### config.mk
export PLATFORM = sky130hd
export DESIGN_NAME = mem_port_arbiter
export DESIGN_NICKNAME = d
export VERILOG_FILES = /design/src/rtl/mem_port_arbiter.sv
export SDC_FILE = /design/constraint.sdc
export NUM_CORES = 1
export LEC_CHECK = 0
export ABC_AREA = 1
export BUFFER_PORTS_ARGS = -buffer_cell sky130_fd_sc_hd__buf_2
export CAP_MARGIN = 20
export CORE_MARGIN = 3
export CORE_UTILIZATION = 30
export CTS_CLUSTER_DIAMETER = 30
export DETAILED_ROUTE_END_ITERATION = 6
export PLACE_DENSITY_LB_ADDON = 0.25
export SLEW_MARGIN = 5
export SYNTH_ARGS = -nofsm -noshare
export SYNTH_HDL_FRONTEND = slang
export SYNTH_SLANG_ARGS = --single-unit
### constraint.sdc
create_clock -name clk -period 1.7 [get_ports clk]
set_input_delay 0.255 -clock clk [delete_from_list [all_inputs] [get_ports clk]]
set_output_delay 0.255 -clock clk [all_outputs]
set_load 0.01 [all_outputs]
### src/rtl/mem_port_arbiter.sv
// mem_port_arbiter
//   Shares the single memory port of the multicycle MIPS between the CPU
//   (instruction fetch, lw/sw) and a DMA/loader port. It arbitrates in IDLE,
//   runs a fixed-latency ACCESS phase on the memory and returns a one-cycle
//   ack to the owner in DONE. The CPU normally wins ties. A starvation counter
//   hands the port to a waiting DMA after MAX_WAIT consecutive CPU grants.
//
// Parameters
//   ADDR_W    address width
//   DATA_W    data width
//   MEM_LAT   memory access cycles per transfer (>= 1)
//   MAX_WAIT  consecutive CPU grants allowed while dma_req is pending
//             (0: DMA always wins a tie)
//
// Ports
//   clk, rst                      clock (rising edge), synchronous active-high reset
//   cpu_req/we/addr/wdata         CPU request; req held until cpu_ack
//   cpu_rdata, cpu_ack            CPU read data (held until next CPU read ack), ack pulse
//   dma_req/we/addr/wdata         DMA request; req held until dma_ack
//   dma_rdata, dma_ack            DMA read data (same validity rule), ack pulse
//   mem_addr, mem_wdata           memory address / write data, held outside ACCESS
//   mem_read, mem_write           read enable (all ACCESS cycles), write strobe (last one)
//   mem_rdata                     memory read data, valid in the last ACCESS cycle
//   busy                          state is ACCESS or DONE
//   gnt_dma                       owner of the current or last transfer (1 = DMA)

module mem_port_arbiter #(
    parameter int ADDR_W   = 32,
    parameter int DATA_W   = 32,
    parameter int MEM_LAT  = 2,
    parameter int MAX_WAIT = 4
) (
    input  logic              clk,
    input  logic              rst,

    input  logic              cpu_req,
    input  logic              cpu_we,
    input  logic [ADDR_W-1:0] cpu_addr,
    input  logic [DATA_W-1:0] cpu_wdata,
    output logic [DATA_W-1:0] cpu_rdata,
    output logic              cpu_ack,

    input  logic              dma_req,
    input  logic              dma_we,
    input  logic [ADDR_W-1:0] dma_addr,
    input  logic [DATA_W-1:0] dma_wdata,
    output logic [DATA_W-1:0] dma_rdata,
    output logic              dma_ack,

    output logic [ADDR_W-1:0] mem_addr,
    output logic [DATA_W-1:0] mem_wdata,
    output logic              mem_read,
    output logic              mem_write,
    input  logic [DATA_W-1:0] mem_rdata,

    output logic              busy,
    output logic              gnt_dma
);

    // Counter widths: lat_cnt counts MEM_LAT-1 down to 0, starve_cnt saturates at MAX_WAIT.
    localparam int LAT_W = (MEM_LAT > 1) ? $clog2(MEM_LAT) : 1;
    localparam int SW    = (MAX_WAIT > 0) ? $clog2(MAX_WAIT + 1) : 1;

    localparam logic [LAT_W-1:0] LAT_INIT = LAT_W'(MEM_LAT - 1);
    localparam logic [SW-1:0]    WAIT_LIM = SW'(MAX_WAIT);

    localparam logic [1:0] S_IDLE   = 2'd0;
    localparam logic [1:0] S_ACCESS = 2'd1;
    localparam logic [1:0] S_DONE   = 2'd2;

    logic [1:0]        state;
    logic [LAT_W-1:0]  lat_cnt;
    logic [SW-1:0]     starve_cnt;

    // Transfer descriptor captured at the grant.
    logic              owner_p0;
    logic              we_p0;
    logic [ADDR_W-1:0] addr_p0;
    logic [DATA_W-1:0] wdata_p0;

    // Per-port read data captured at the end of ACCESS.
    logic [DATA_W-1:0] cpu_rdata_p1;
    logic [DATA_W-1:0] dma_rdata_p1;

    logic              any_req;
    logic              dma_wins;

    // Starvation counter update at a grant: a CPU grant that leaves the DMA
    // waiting counts up (saturating); anything else restarts the count.
    function automatic logic [SW-1:0] starve_next(
        input logic [SW-1:0] cnt,
        input logic          dma_granted,
        input logic          dma_pending
    );
        if (dma_granted || !dma_pending) begin
            return '0;
        end
        if (cnt >= WAIT_LIM) begin
            return WAIT_LIM;
        end
        return cnt + 1'b1;
    endfunction

    assign any_req  = cpu_req | dma_req;
    // With MAX_WAIT = 0 the counter is always at its limit, so DMA wins every tie.
    assign dma_wins = dma_req & (~cpu_req | (starve_cnt == WAIT_LIM));

    always_ff @(posedge clk) begin
        if (rst) begin
            state        <= S_IDLE;
            lat_cnt      <= '0;
            starve_cnt   <= '0;
            owner_p0     <= 1'b0;
            we_p0        <= 1'b0;
            addr_p0      <= '0;
            wdata_p0     <= '0;
            cpu_rdata_p1 <= '0;
            dma_rdata_p1 <= '0;
        end else begin
            case (state)
                // Grant stage: sample requests, latch the winner's descriptor.
                S_IDLE: begin
                    if (any_req) begin
                        owner_p0   <= dma_wins;
                        we_p0      <= dma_wins ? dma_we    : cpu_we;
                        addr_p0    <= dma_wins ? dma_addr  : cpu_addr;
                        wdata_p0   <= dma_wins ? dma_wdata : cpu_wdata;
                        lat_cnt    <= LAT_INIT;
                        starve_cnt <= starve_next(starve_cnt, dma_wins, dma_req);
                        state      <= S_ACCESS;
                    end
                end

                // Access stage: count down the memory latency, capture read data
                // into the owner's register on the final cycle.
                S_ACCESS: begin
                    if (lat_cnt == '0) begin
                        if (!we_p0) begin
                            if (owner_p0) begin
                                dma_rdata_p1 <= mem_rdata;
                            end else begin
                                cpu_rdata_p1 <= mem_rdata;
                            end
                        end
                        state <= S_DONE;
                    end else begin
                        lat_cnt <= lat_cnt - 1'b1;
                    end
                end

                // Completion stage: ack is decoded from the state, one cycle only.
                S_DONE: begin
                    state <= S_IDLE;
                end

                default: begin
                    state <= S_IDLE;
                end
            endcase
        end
    end

    // Address and write data come straight from the latched descriptor, so
    // they keep the last transfer's values outside ACCESS instead of dropping to 0.
    assign mem_addr  = addr_p0;
    assign mem_wdata = wdata_p0;
    assign mem_read  = (state == S_ACCESS) & ~we_p0;
    // A single write strobe on the last access cycle.
    assign mem_write = (state == S_ACCESS) & we_p0 & (lat_cnt == '0);

    assign cpu_ack   = (state == S_DONE) & ~owner_p0;
    assign dma_ack   = (state == S_DONE) &  owner_p0;
    assign cpu_rdata = cpu_rdata_p1;
    assign dma_rdata = dma_rdata_p1;

    assign busy      = (state != S_IDLE);
    assign gnt_dma   = owner_p0;

endmodule

-- Word-level counts from Yosys, hierarchy flattened
Index checks and enable logic that the tools add are counted.
- register bits after elaboration: 136
- input bits: 166
- output and inout port bits: 134
- logic and storage cells: 61
- add/subtract/negate cells: 2
- order comparisons: 1
- equality and inequality tests: 5
- mux-type cells: 22
- bitwise operators: 12
- reduce and logical (&&, ||, !) cells: 10
- operators with widths (operator ; number):
    $mux W32 ; 2
    $mux W1 ; 12
    $mux W3 ; 4
    $reduce_and A4 Y1 ; 2
    $and A1 B1 Y1 ; 6
    $reduce_and A2 Y1 ; 3
    $mux W2 ; 2
    $ne A2 B2 Y1 const B ; 2
    $not A1 Y1 ; 4
    $pmux W2 S2 ; 1
    $reduce_bool A2 Y1 ; 2
    $add A3 B1 Y3 const B ; 1
    $eq A3 B3 Y1 const B ; 1
    $ge A3 B3 Y1 const B ; 1
    $eq A2 B1 Y1 const B ; 1
    $eq A2 B2 Y1 const B ; 1
    $logic_not A2 Y1 ; 1
    $or A1 B1 Y1 ; 2
    $pmux W1 S2 ; 1
    $logic_not A1 Y1 ; 1
    $logic_or A1 B1 Y1 ; 1
    $sub A1 B1 Y1 const B ; 1

-- Longest topological paths before layout
Gate-level depths: netlist (run 1).
- depth in word-level cells: 14
- depth in mapped cells: 11
- gate-level depth less buffers: 9

-- Worst setup path after synthesis (run 1)
No wires, ideal clock.
- path kind: register -> register
- start: register starve_cnt[0]
- end: register addr_p0[10] (netlist: mem_addr[10])
- library setup time: 0.109 ns
- arrival time: 1.236 ns
- data required time: 1.591 ns
- setup slack: 0.355 ns
- cell stages (with the launch flop): 11
- buffers on the path: 2
- period minus slack after synthesis: 1.345 ns
- cell sequence: dfxtp_1 inv_1 ha_1 nand2_1 nand2_1 buf_4 buf_2 nand3_1 nand3_1 nand2_1 inv_1
- cells in the longest elaborated chain, start to end: 4
- ends and longest elaborated chain (item ; line ; text):
    start, declared ; 73 ; logic [SW-1:0] starve_cnt;
    start signal, assigned ; 129 ; starve_cnt <= starve_next(starve_cnt, dma_wins, dma_req);
    $eq A3 B3 Y1 ; 106 ; assign dma_wins = dma_req & (~cpu_req | (starve_cnt == WAIT_LIM));
    $or A1 B1 Y1 ; 106 ;
    $and A1 B1 Y1 ; 106 ;
    $mux W32 ; 126 ; addr_p0 <= dma_wins ? dma_addr : cpu_addr;
    end signal, assigned ; 126 ;
    end, declared ; 78 ; logic [ADDR_W-1:0] addr_p0;
Every way passes these cells.
A chain may end at the register's enable or synchronous reset.

-- Worst setup path in the final report (run 1)
- start: register owner_p0 (netlist: gnt_dma)
- end: output dma_ack
- cells in the longest elaborated chain, start to end: 1
- ends and longest elaborated chain (item ; line ; text):
    start, declared ; 76 ; logic owner_p0;
    start signal, assigned ; 124 ; owner_p0 <= dma_wins;
    $and A1 B1 Y1 ; 172 ; assign dma_ack = (state == S_DONE) & owner_p0;
    end, declared ; 48 ; output logic dma_ack,
Every way passes these cells.

==> flow_metrics.env, run 1 <==
export IMPL_rr_startpoint="starve_cnt[0]"
export IMPL_die_area_sq_um=21800
export IMPL_grt_max_degree=77
export IMPL_clock_sinks=136
export IMPL_clockRootBuffer="clkbuf_16"
export IMPL_p_seq_frac=0.401
export IMPL_netlist_area_sq_um=6010
export IMPL_final_common_cell="buf_2"
export IMPL_hold_viol_final=0
export IMPL_port_buffers=299
export IMPL_path_cells="inv_1 -> nor3_1 -> buf_2"
export IMPL_vias=6342
export IMPL_cp_depth=3
export IMPL_tightest_slew_ps=776
export IMPL_antenna_found_initial=0
export IMPL_synth_cells=900
export IMPL_power_switching_w=0.00282
export IMPL_syn_num_nets=1068
export IMPL_fmax_ghz=0.619
export IMPL_required_ps=1440
export IMPL_cts_tree="built"
export IMPL_grt_pass1_wl_microns=30700
export IMPL_synth_distinct_cells=18
export IMPL_wl_per_cell_microns=13.2
export IMPL_path_max_fanout=6
export IMPL_reg2reg_depth=9
export IMPL_setup_viol=0
export IMPL_slew_headroom=0.483
export IMPL_dpl_worst_slack_ps=188
export IMPL_core_area_sq_um=19600
export IMPL_fin_setup_tns_ps=0
export IMPL_grt_use_total=0.176
export IMPL_r2r_slack_ps=200
export IMPL_worst_setup_path_type="register to primary output"
export IMPL_drc=0
export IMPL_seq_area_frac_synth=0.453
export IMPL_rsz0062_at_grt="no"
export IMPL_syn_avg_cell_area_sq_um=6.68
export IMPL_hold_start="mem_rdata[16]"
export IMPL_placed_area_sq_um=7740
export IMPL_layout_setup_ws_ps=84.3
export IMPL_slew_violations=0
export IMPL_timing_final_crit_share=0.950
export IMPL_pwr_share_comb=0.202
export IMPL_fin_cells=1455
export IMPL_gp_congestion=0.804
export IMPL_cpLargestDelayFamily="flip-flops"
export IMPL_period_minus_slack_ps=1620
export IMPL_endpoint="dma_ack"
export IMPL_intPower_w=0.00632
export IMPL_drt_iter0_drc=194
export IMPL_r2r_end="we_p0"
export IMPL_p_leak_nw=4.56
export IMPL_cap_violations=0
export IMPL_start_util=0.307
export IMPL_holdPathStages=3
export IMPL_utilization=0.425
export IMPL_hp_class="primary input to register"
export IMPL_cp_slowest_cell="dfxtp_1"
export IMPL_endpoint_kind="primary output"
export IMPL_p_clk_frac=0.398
export IMPL_start_kind="register"
export IMPL_final_cell_mix="buf_2 (299), nor2_1 (265), nand2_1 (143), dfxtp_1 (135), nand3_1 (131)"
export IMPL_syn2layout_area_growth_pct=38.5
export IMPL_skew_ps=6.36
export IMPL_postRouteWirelength_microns=19300
export IMPL_grt_pass1_vias=6005
export IMPL_first_pass_iters=4
export IMPL_post_cts_buffers=0
export IMPL_die_w_microns=148
export IMPL_io_pin_count=300
export IMPL_insertion_delay_ps=420
export IMPL_powerDensity_nw_per_um2=1100
export IMPL_yosys_register_bits=136
export IMPL_vdd_ir_drop_max_v=0.000610
export IMPL_row_count=51
export IMPL_via_per_inst=4.36
export IMPL_switching_share=0.309
export IMPL_overflow=0
export IMPL_cp_buffers_inverters=2
export IMPL_stdcell_area_sq_um=8320
export IMPL_finalNetCount=1344
export IMPL_antenna_left=0
export IMPL_cts_max_path_buffers=2
export IMPL_clkTransAtPathRegs_ps=70
export IMPL_startpoint="gnt_dma"
export IMPL_max_stage_delay_ps=430
export IMPL_cp_data_arrival_time_ps=1360
export IMPL_yosys_warnings=0
export IMPL_status="complete, no violations"
export IMPL_htree_levels=4
export IMPL_dp_cells=1422
export IMPL_drive_gt1_frac=0.307
export IMPL_cts_buffers=17
export IMPL_detailed_place_hpwl_microns=14200
export IMPL_die_y_microns=148
-- kinds of logic after synthesis --
| family | after synthesis | synth area share |
|---|---|---|
| AO/OA/AOI/OAI | 72 | 0.0600 |
| flip-flops | 136 | 0.453 |
| buffers and inverters | 141 | 0.107 |
| AND/OR/NAND/NOR | 549 | 0.376 |
| adder cells (fa/ha/maj) | 2 | 0.00416 |
-- state kept, by name, summed over array words and instances, names as in the netlist --
register,cells
gnt_dma,1
mem_wdata,32
state,2
cpu_rdata,32
mem_addr,32
lat_cnt,1
we_p0,1
dma_rdata,32
starve_cnt,3
-- cells in the mapped netlist, drive strengths merged --
cell,instances,share of area
a21oi,4,0.0033
nand3,133,0.11
buf,38,0.042
clkbuf,25,0.016
dfxtp,136,0.45
ha,2,0.0042
nor2,268,0.17
nor3,2,0.0017
nand2,146,0.092
inv,78,0.049
o21ai,68,0.057
-- worst min-delay path: stages --
cell	delay, ps
buf_2	80
o21ai_0	70
nor2_1	70
-- per-stage QoR --
stage	hold slack, ps	total power (W)
4_1_cts	77.1	0.00929
3_5_place_dp	465	0.00560
2_1_floorplan	419	0.00484
3_3_place_gp	457	0.00559
6_report	92.2	0.00914
5_1_grt	82.6	0.00969
-- power groups by stage --
stage	clock network [W]	registers, W	logic, W
4_1_cts	0.00375	0.00367	0.00188
6_report	0.00364	0.00366	0.00184
5_1_grt	0.00388	0.00370	0.00210
3_5_place_dp	0	0.00373	0.00187
3_3_place_gp	0	0.00372	0.00186
2_1_floorplan	0	0.00386	0.000983
-- area by class of cell --
cell class,instances,area [sq um]
multi-input combinational,623,2650
tap,265,332
fill,2108,11300
antenna,1,2.50
clock inverter,15,154
inverter,78,293
sequential,136,2720
timing repair buffer,320,1740
clock buffer,17,425
-- how the worst min path moves through the flow --
| stage | endpoint | slack (ps) |
|---|---|---|
| CTS | dma_rdata[16] | 80 |
| detailed placement | cpu_rdata[0] | 470 |
| floorplan | cpu_rdata[29] | 420 |
| global route | cpu_rdata[2] | 80 |
| finish | dma_rdata[16] | 90 |
| global placement | cpu_rdata[0] | 460 |
-- what timing repair did --
item / 4_1_cts / 5_1_grt
gates resized for setup: 0 / 1
endpoints found under the hold margin: 0 / 0
endpoints found under the setup margin: 0 / 1
hold buffers: 0 / 0
-- per-layer routing --
metal	wire length (microns)	track usage	up-vias
li1	-	-	3349
met1	8180	0.206	2783
met2	9290	0.299	195
met3	1580	0.0693	15
met4	217	0.0494	0
met5	0	0	-
Note: power is estimated with default switching activity, not from simulation.
==> run 2, diff against run 1 <==
--- a/config.mk
+++ b/config.mk
@@ -13,6 +13,7 @@
 export CTS_CLUSTER_DIAMETER = 30
 export DETAILED_ROUTE_END_ITERATION = 6
 export PLACE_DENSITY_LB_ADDON = 0.25
+export SETUP_SLACK_MARGIN = 0.2
 export SLEW_MARGIN = 5
 export SYNTH_ARGS = -nofsm -noshare
 export SYNTH_HDL_FRONTEND = slang
==> constraint.sdc (replaced) <==
create_clock -name clk -period 2.1 [get_ports clk]
set_input_delay 0.315 -clock clk [delete_from_list [all_inputs] [get_ports clk]]
set_output_delay 0.315 -clock clk [all_outputs]
set_load 0.01 [all_outputs]
==> flow_metrics.env, run 2 (synthesized netlist as in run 1, its figures left out) <==
export IMPL_fmax_ghz=0.601
export IMPL_final_fill_count=2114
export IMPL_gr_usage_met2=0.317
export IMPL_fin_setup_tns_ps=0
export IMPL_start_kind="register"
export IMPL_insertion_delay_ps=420
export IMPL_die_y_microns=148
export IMPL_hp_class="primary input to register"
export IMPL_port_buffers=299
export IMPL_post_cts_buffers=0
export IMPL_endpoint_kind="primary output"
export IMPL_grt_busiest_layer="met2"
export IMPL_p_clk_frac=0.425
export IMPL_intPower_w=0.00549
export IMPL_via_per_inst=4.43
export IMPL_die_area_sq_um=21800
export IMPL_final_common_cell="buf_2"
export IMPL_first_pass_iters=4
export IMPL_io_pin_count=300
export IMPL_timing_final_crit_share=0.792
export IMPL_vias=6429
export IMPL_htree_levels=4
export IMPL_drive_gt1_frac=0.304
export IMPL_tightest_slew_ps=774
export IMPL_path_max_fanout=5
export IMPL_grt_max_degree=82
export IMPL_slew_headroom=0.484
export IMPL_antenna_found_initial=0
export IMPL_cp_data_arrival_time_ps=1350
export IMPL_die_w_microns=148
export IMPL_diodes=0
export IMPL_worst_setup_path_type="register to primary output"
export IMPL_powerDensity_nw_per_um2=925
export IMPL_final_cell_mix="buf_2 (299), nor2_1 (265), nand2_1 (143), dfxtp_1 (136), nand3_1 (131)"
export IMPL_cts_tree="built"
export IMPL_grt_use_total=0.177
export IMPL_power_switching_w=0.00224
export IMPL_drc=0
export IMPL_p_leak_nw=4.58
export IMPL_slew_violations=0
export IMPL_cts_buffers=17
export IMPL_clkTransAtPathRegs_ps=60
export IMPL_vdd_ir_drop_max_v=0.000505
export IMPL_rsz0062_at_grt="no"
export IMPL_hold_viol_final=0
export IMPL_period_minus_slack_ps=1660
export IMPL_skew_ps=12.8
export IMPL_overflow=0
export IMPL_grt_util_met1=0.200
export IMPL_grt_pass1_wl_microns=31000
export IMPL_clock_sinks=136
export IMPL_start_util=0.307
export IMPL_switching_share=0.290
export IMPL_postRouteWirelength_microns=19700
export IMPL_row_count=51
export IMPL_fin_cells=1450
export IMPL_grt_pass1_vias=6148
export IMPL_cts_max_path_buffers=2
export IMPL_required_ps=1780
export IMPL_syn2layout_area_growth_pct=39.0
export IMPL_clockRootBuffer="clkbuf_16"
export IMPL_reg2reg_depth=10
export IMPL_detailed_place_hpwl_microns=14000
export IMPL_pwr_share_comb=0.192
export IMPL_dp_cells=1418
export IMPL_holdPathStages=3
export IMPL_status="complete, no violations"
export IMPL_cts_hold_fix_buffers=0
export IMPL_grtUsageMet3=0.0613
export IMPL_antenna_left=0
export IMPL_finalNetCount=1340
export IMPL_cap_violations=0
export IMPL_wl_per_cell_microns=13.6
export IMPL_gp_congestion=0.806
export IMPL_drt_iter0_drc=174
export IMPL_core_area_sq_um=19600
export IMPL_p_seq_frac=0.383
export IMPL_setup_viol=0
export IMPL_cts_resized=0
[run 2: changes by cell type in the layout (fill, tap and decap cells not counted), sizes merged]
| cell | change |
|---|---|
| bufinv | +3 |
| diode | -1 |
| clkinv | +1 |
| clkinvlp | -2 |
| buf | -4 |
| inv | -3 |
| clkbuf | +1 |
[run 2: per-stage QoR]
step	setup WS, ps	power [W]	hold WS [ps]	utilization	area (sq um)
2_1_floorplan	755	0.00392	479	-	6010
3_3_place_gp	403	0.00451	456	0.393	7710
3_5_place_dp	393	0.00452	468	0.393	7710
4_1_cts	398	0.00784	136	0.426	8350
5_1_grt	292	0.00816	159	0.426	8350
6_report	436	0.00773	161	0.426	8350
[run 2: area by class of cell]
type | instances | area [sq um] | share of cell area
inverters | 78 | 293 | 0.0350
well taps | 265 | 332 | 0.0397
flip-flops and latches | 136 | 2720 | 0.326
multi-input cells | 623 | 2650 | 0.317
repair buffers | 316 | 1710 | 0.205
clock buffers | 18 | 439 | 0.0526
clock inverters | 14 | 206 | 0.0247
[run 2: layer usage]
layer | vias up | routed length [microns] | share of wire
met3 | 16 | 1520 | 0.077
met2 | 199 | 9760 | 0.50
met4 | 0 | 220 | 0.011
met5 | - | 0 | 0
li1 | 3348 | - | -
met1 | 2866 | 8210 | 0.42
[run 2: path summary, 6_finish.rpt]
path | slack, ps | from | end
setup reg to reg | 510 | starve_cnt[0] | mem_addr[24]
hold reg to reg | 480 | dma_rdata[29] | dma_rdata[29]
setup / recovery | 440 | state[0] | mem_write
hold / removal | 160 | mem_rdata[17] | dma_rdata[17]
[run 2: power by group through the flow]
stage / registers (W) / logic [W] / clock network (W)
final: 0.00296 / 0.00148 / 0.00328
after global routing: 0.00299 / 0.00169 / 0.00347
after detailed placement: 0.00302 / 0.00150 / 0
after CTS: 0.00296 / 0.00151 / 0.00337
after global placement: 0.00302 / 0.00149 / 0
after floorplan: 0.00312 / 0.000795 / 0
[run 2: critical path: stages (launching register included)]
cell and delay, ps:
dfxtp_1 410, inv_2 80, nor2_4 130, nand2_1 80, nor2_1 90, buf_2 150
==> run 3, diff against run 2 <==
==> constraint.sdc (replaced) <==
create_clock -name clk -period 1.7 [get_ports clk]
set_input_delay 0.255 -clock clk [delete_from_list [all_inputs] [get_ports clk]]
set_output_delay 0.255 -clock clk [all_outputs]
set_load 0.01 [all_outputs]
==> flow_metrics.env, run 3 (synthesized netlist as in run 1, its figures left out) <==
export IMPL_detailed_place_hpwl_microns=14200
export IMPL_cts_buffers=17
export IMPL_grt_pass1_wl_microns=31600
export IMPL_cpLargestDelayFamily="flip-flops"
export IMPL_worst_setup_path_type="register to primary output"
export IMPL_die_area_sq_um=21800
export IMPL_port_buffers=299
export IMPL_vias=6586
export IMPL_slew_headroom=0.486
export IMPL_drive_gt1_frac=0.330
export IMPL_row_count=51
export IMPL_cts_max_path_buffers=2
export IMPL_skew_ps=8.14
export IMPL_fin_setup_tns_ps=0
export IMPL_postRouteWirelength_microns=21400
export IMPL_path_cells="inv_4 -> nor2_4 -> nand2_2 -> nor2_1 -> buf_2"
export IMPL_drt_iter0_drc=239
export IMPL_timing_final_crit_share=0.883
export IMPL_grt_use_total=0.182
export IMPL_final_cell_mix="buf_2 (299), nor2_1 (265), nand2_1 (139), dfxtp_1 (131), nand3_1 (128)"
export IMPL_gp_congestion=0.804
export IMPL_cp_data_arrival_time_ps=1250
export IMPL_insertion_delay_ps=430
export IMPL_clockRootBuffer="clkbuf_16"
export IMPL_overflow=0
export IMPL_cap_violations=0
export IMPL_slew_violations=0
export IMPL_via_per_inst=4.47
export IMPL_powerDensity_nw_per_um2=1070
export IMPL_clock_sinks=136
export IMPL_cts_hold_fix_buffers=0
export IMPL_power_w=0.00941
export IMPL_antenna_found_initial=0
export IMPL_wl_per_cell_microns=14.5
export IMPL_htree_levels=4
export IMPL_io_pin_count=300
export IMPL_cp_slowest_cell="dfxtp_4"
export IMPL_fmax_ghz=0.666
export IMPL_endpoint_kind="primary output"
export IMPL_vdd_ir_drop_max_v=0.000631
export IMPL_start_kind="register"
export IMPL_status="complete, no violations"
export IMPL_grt_max_degree=70
export IMPL_cp_buffers_inverters=2
export IMPL_die_y_microns=148
export IMPL_final_fill_count=2058
export IMPL_first_pass_iters=4
export IMPL_p_leak_nw=4.76
export IMPL_syn2layout_area_growth_pct=46.1
export IMPL_finalNetCount=1361
export IMPL_hold_viol_final=0
export IMPL_hp_class="primary input to register"
export IMPL_required_ps=1440
export IMPL_period_minus_slack_ps=1500
export IMPL_die_w_microns=148
export IMPL_cts_tree="built"
export IMPL_clkTransAtPathRegs_ps=70
export IMPL_drc=0
export IMPL_rsz0062_at_grt="yes"
export IMPL_antenna_left=0
export IMPL_path_max_fanout=4
export IMPL_max_stage_delay_ps=380
export IMPL_final_common_cell="buf_2"
export IMPL_start_util=0.307
export IMPL_grt_pass1_vias=6132
export IMPL_core_area_sq_um=19600
export IMPL_setup_viol=0
export IMPL_tightest_slew_ps=771
-- run 3: where the power goes --
part           leakage [nW]  internal, W  switching, W  total, W
Clock                 0.277      0.00207       0.00159   0.00366
Sequential             1.12      0.00350      0.000168   0.00367
Combinational          3.37     0.000897       0.00119   0.00209
-- run 3: final cells by class --
type	count	area, sq um	area share
Clock inverter	15	154	0.0175
Antenna cell	1	2.50	0.000285
Clock buffer	17	425	0.0485
Multi-Input combinational cell	624	2730	0.311
Inverter	78	298	0.0339
Sequential cell	136	2740	0.312
Timing Repair Buffer	336	2100	0.239
Tap cell	265	332	0.0378
-- run 3: final timing paths --
kind / startpoint / end / slack (ps) / cells after the start
worst max-delay path: state[0] / mem_write / 200 / 5
worst min-delay path: mem_rdata[16] / dma_rdata[16] / 90 / 3
worst max register to register: starve_cnt[0] / mem_addr[26] / 260 / 10
worst min register to register: cpu_rdata[0] / cpu_rdata[0] / 470 / 2
-- run 3: worst reg2reg max path: stages (launching register included) --
cell and delay [ps]:
dfxtp_2 320, inv_2 50, ha_2 170, nand2_2 70, nand2_4 160, nand2_4 130
clkbuf_16 200, nand2_1 60, nand3_1 70, nand2_1 70, inv_1 40
-- run 3: per-layer routing --
layer / vias to the layer above / global-route usage / routed length [microns]
li1: 3384 / - / -
met1: 2955 / 0.213 / 8790
met2: 230 / 0.311 / 10700
met3: 17 / 0.0705 / 1690
met4: 0 / 0.0503 / 242
met5: - / 0 / 0
-- run 3: what timing repair did --
item | CTS | global route
pin swaps | 3 | 9
gates resized for setup | 11 | 30
endpoints found under the hold margin | 0 | 0
setup endpoints to repair | 4 | 115
cloned | 2 | 10
setup buffers | 2 | 3
-- run 3: through the flow --
step	area [sq um]	hold slack, ps	setup slack (ps)	utilization	cells
after global routing	8780	81.2	137	0.448	1471
after detailed placement	7740	465	188	0.395	1422
after global placement	7740	457	209	0.395	1422
after floorplan	6010	419	355	-	900
after CTS	8430	77.1	149	0.430	1458
final	8780	89.5	199	0.448	1472
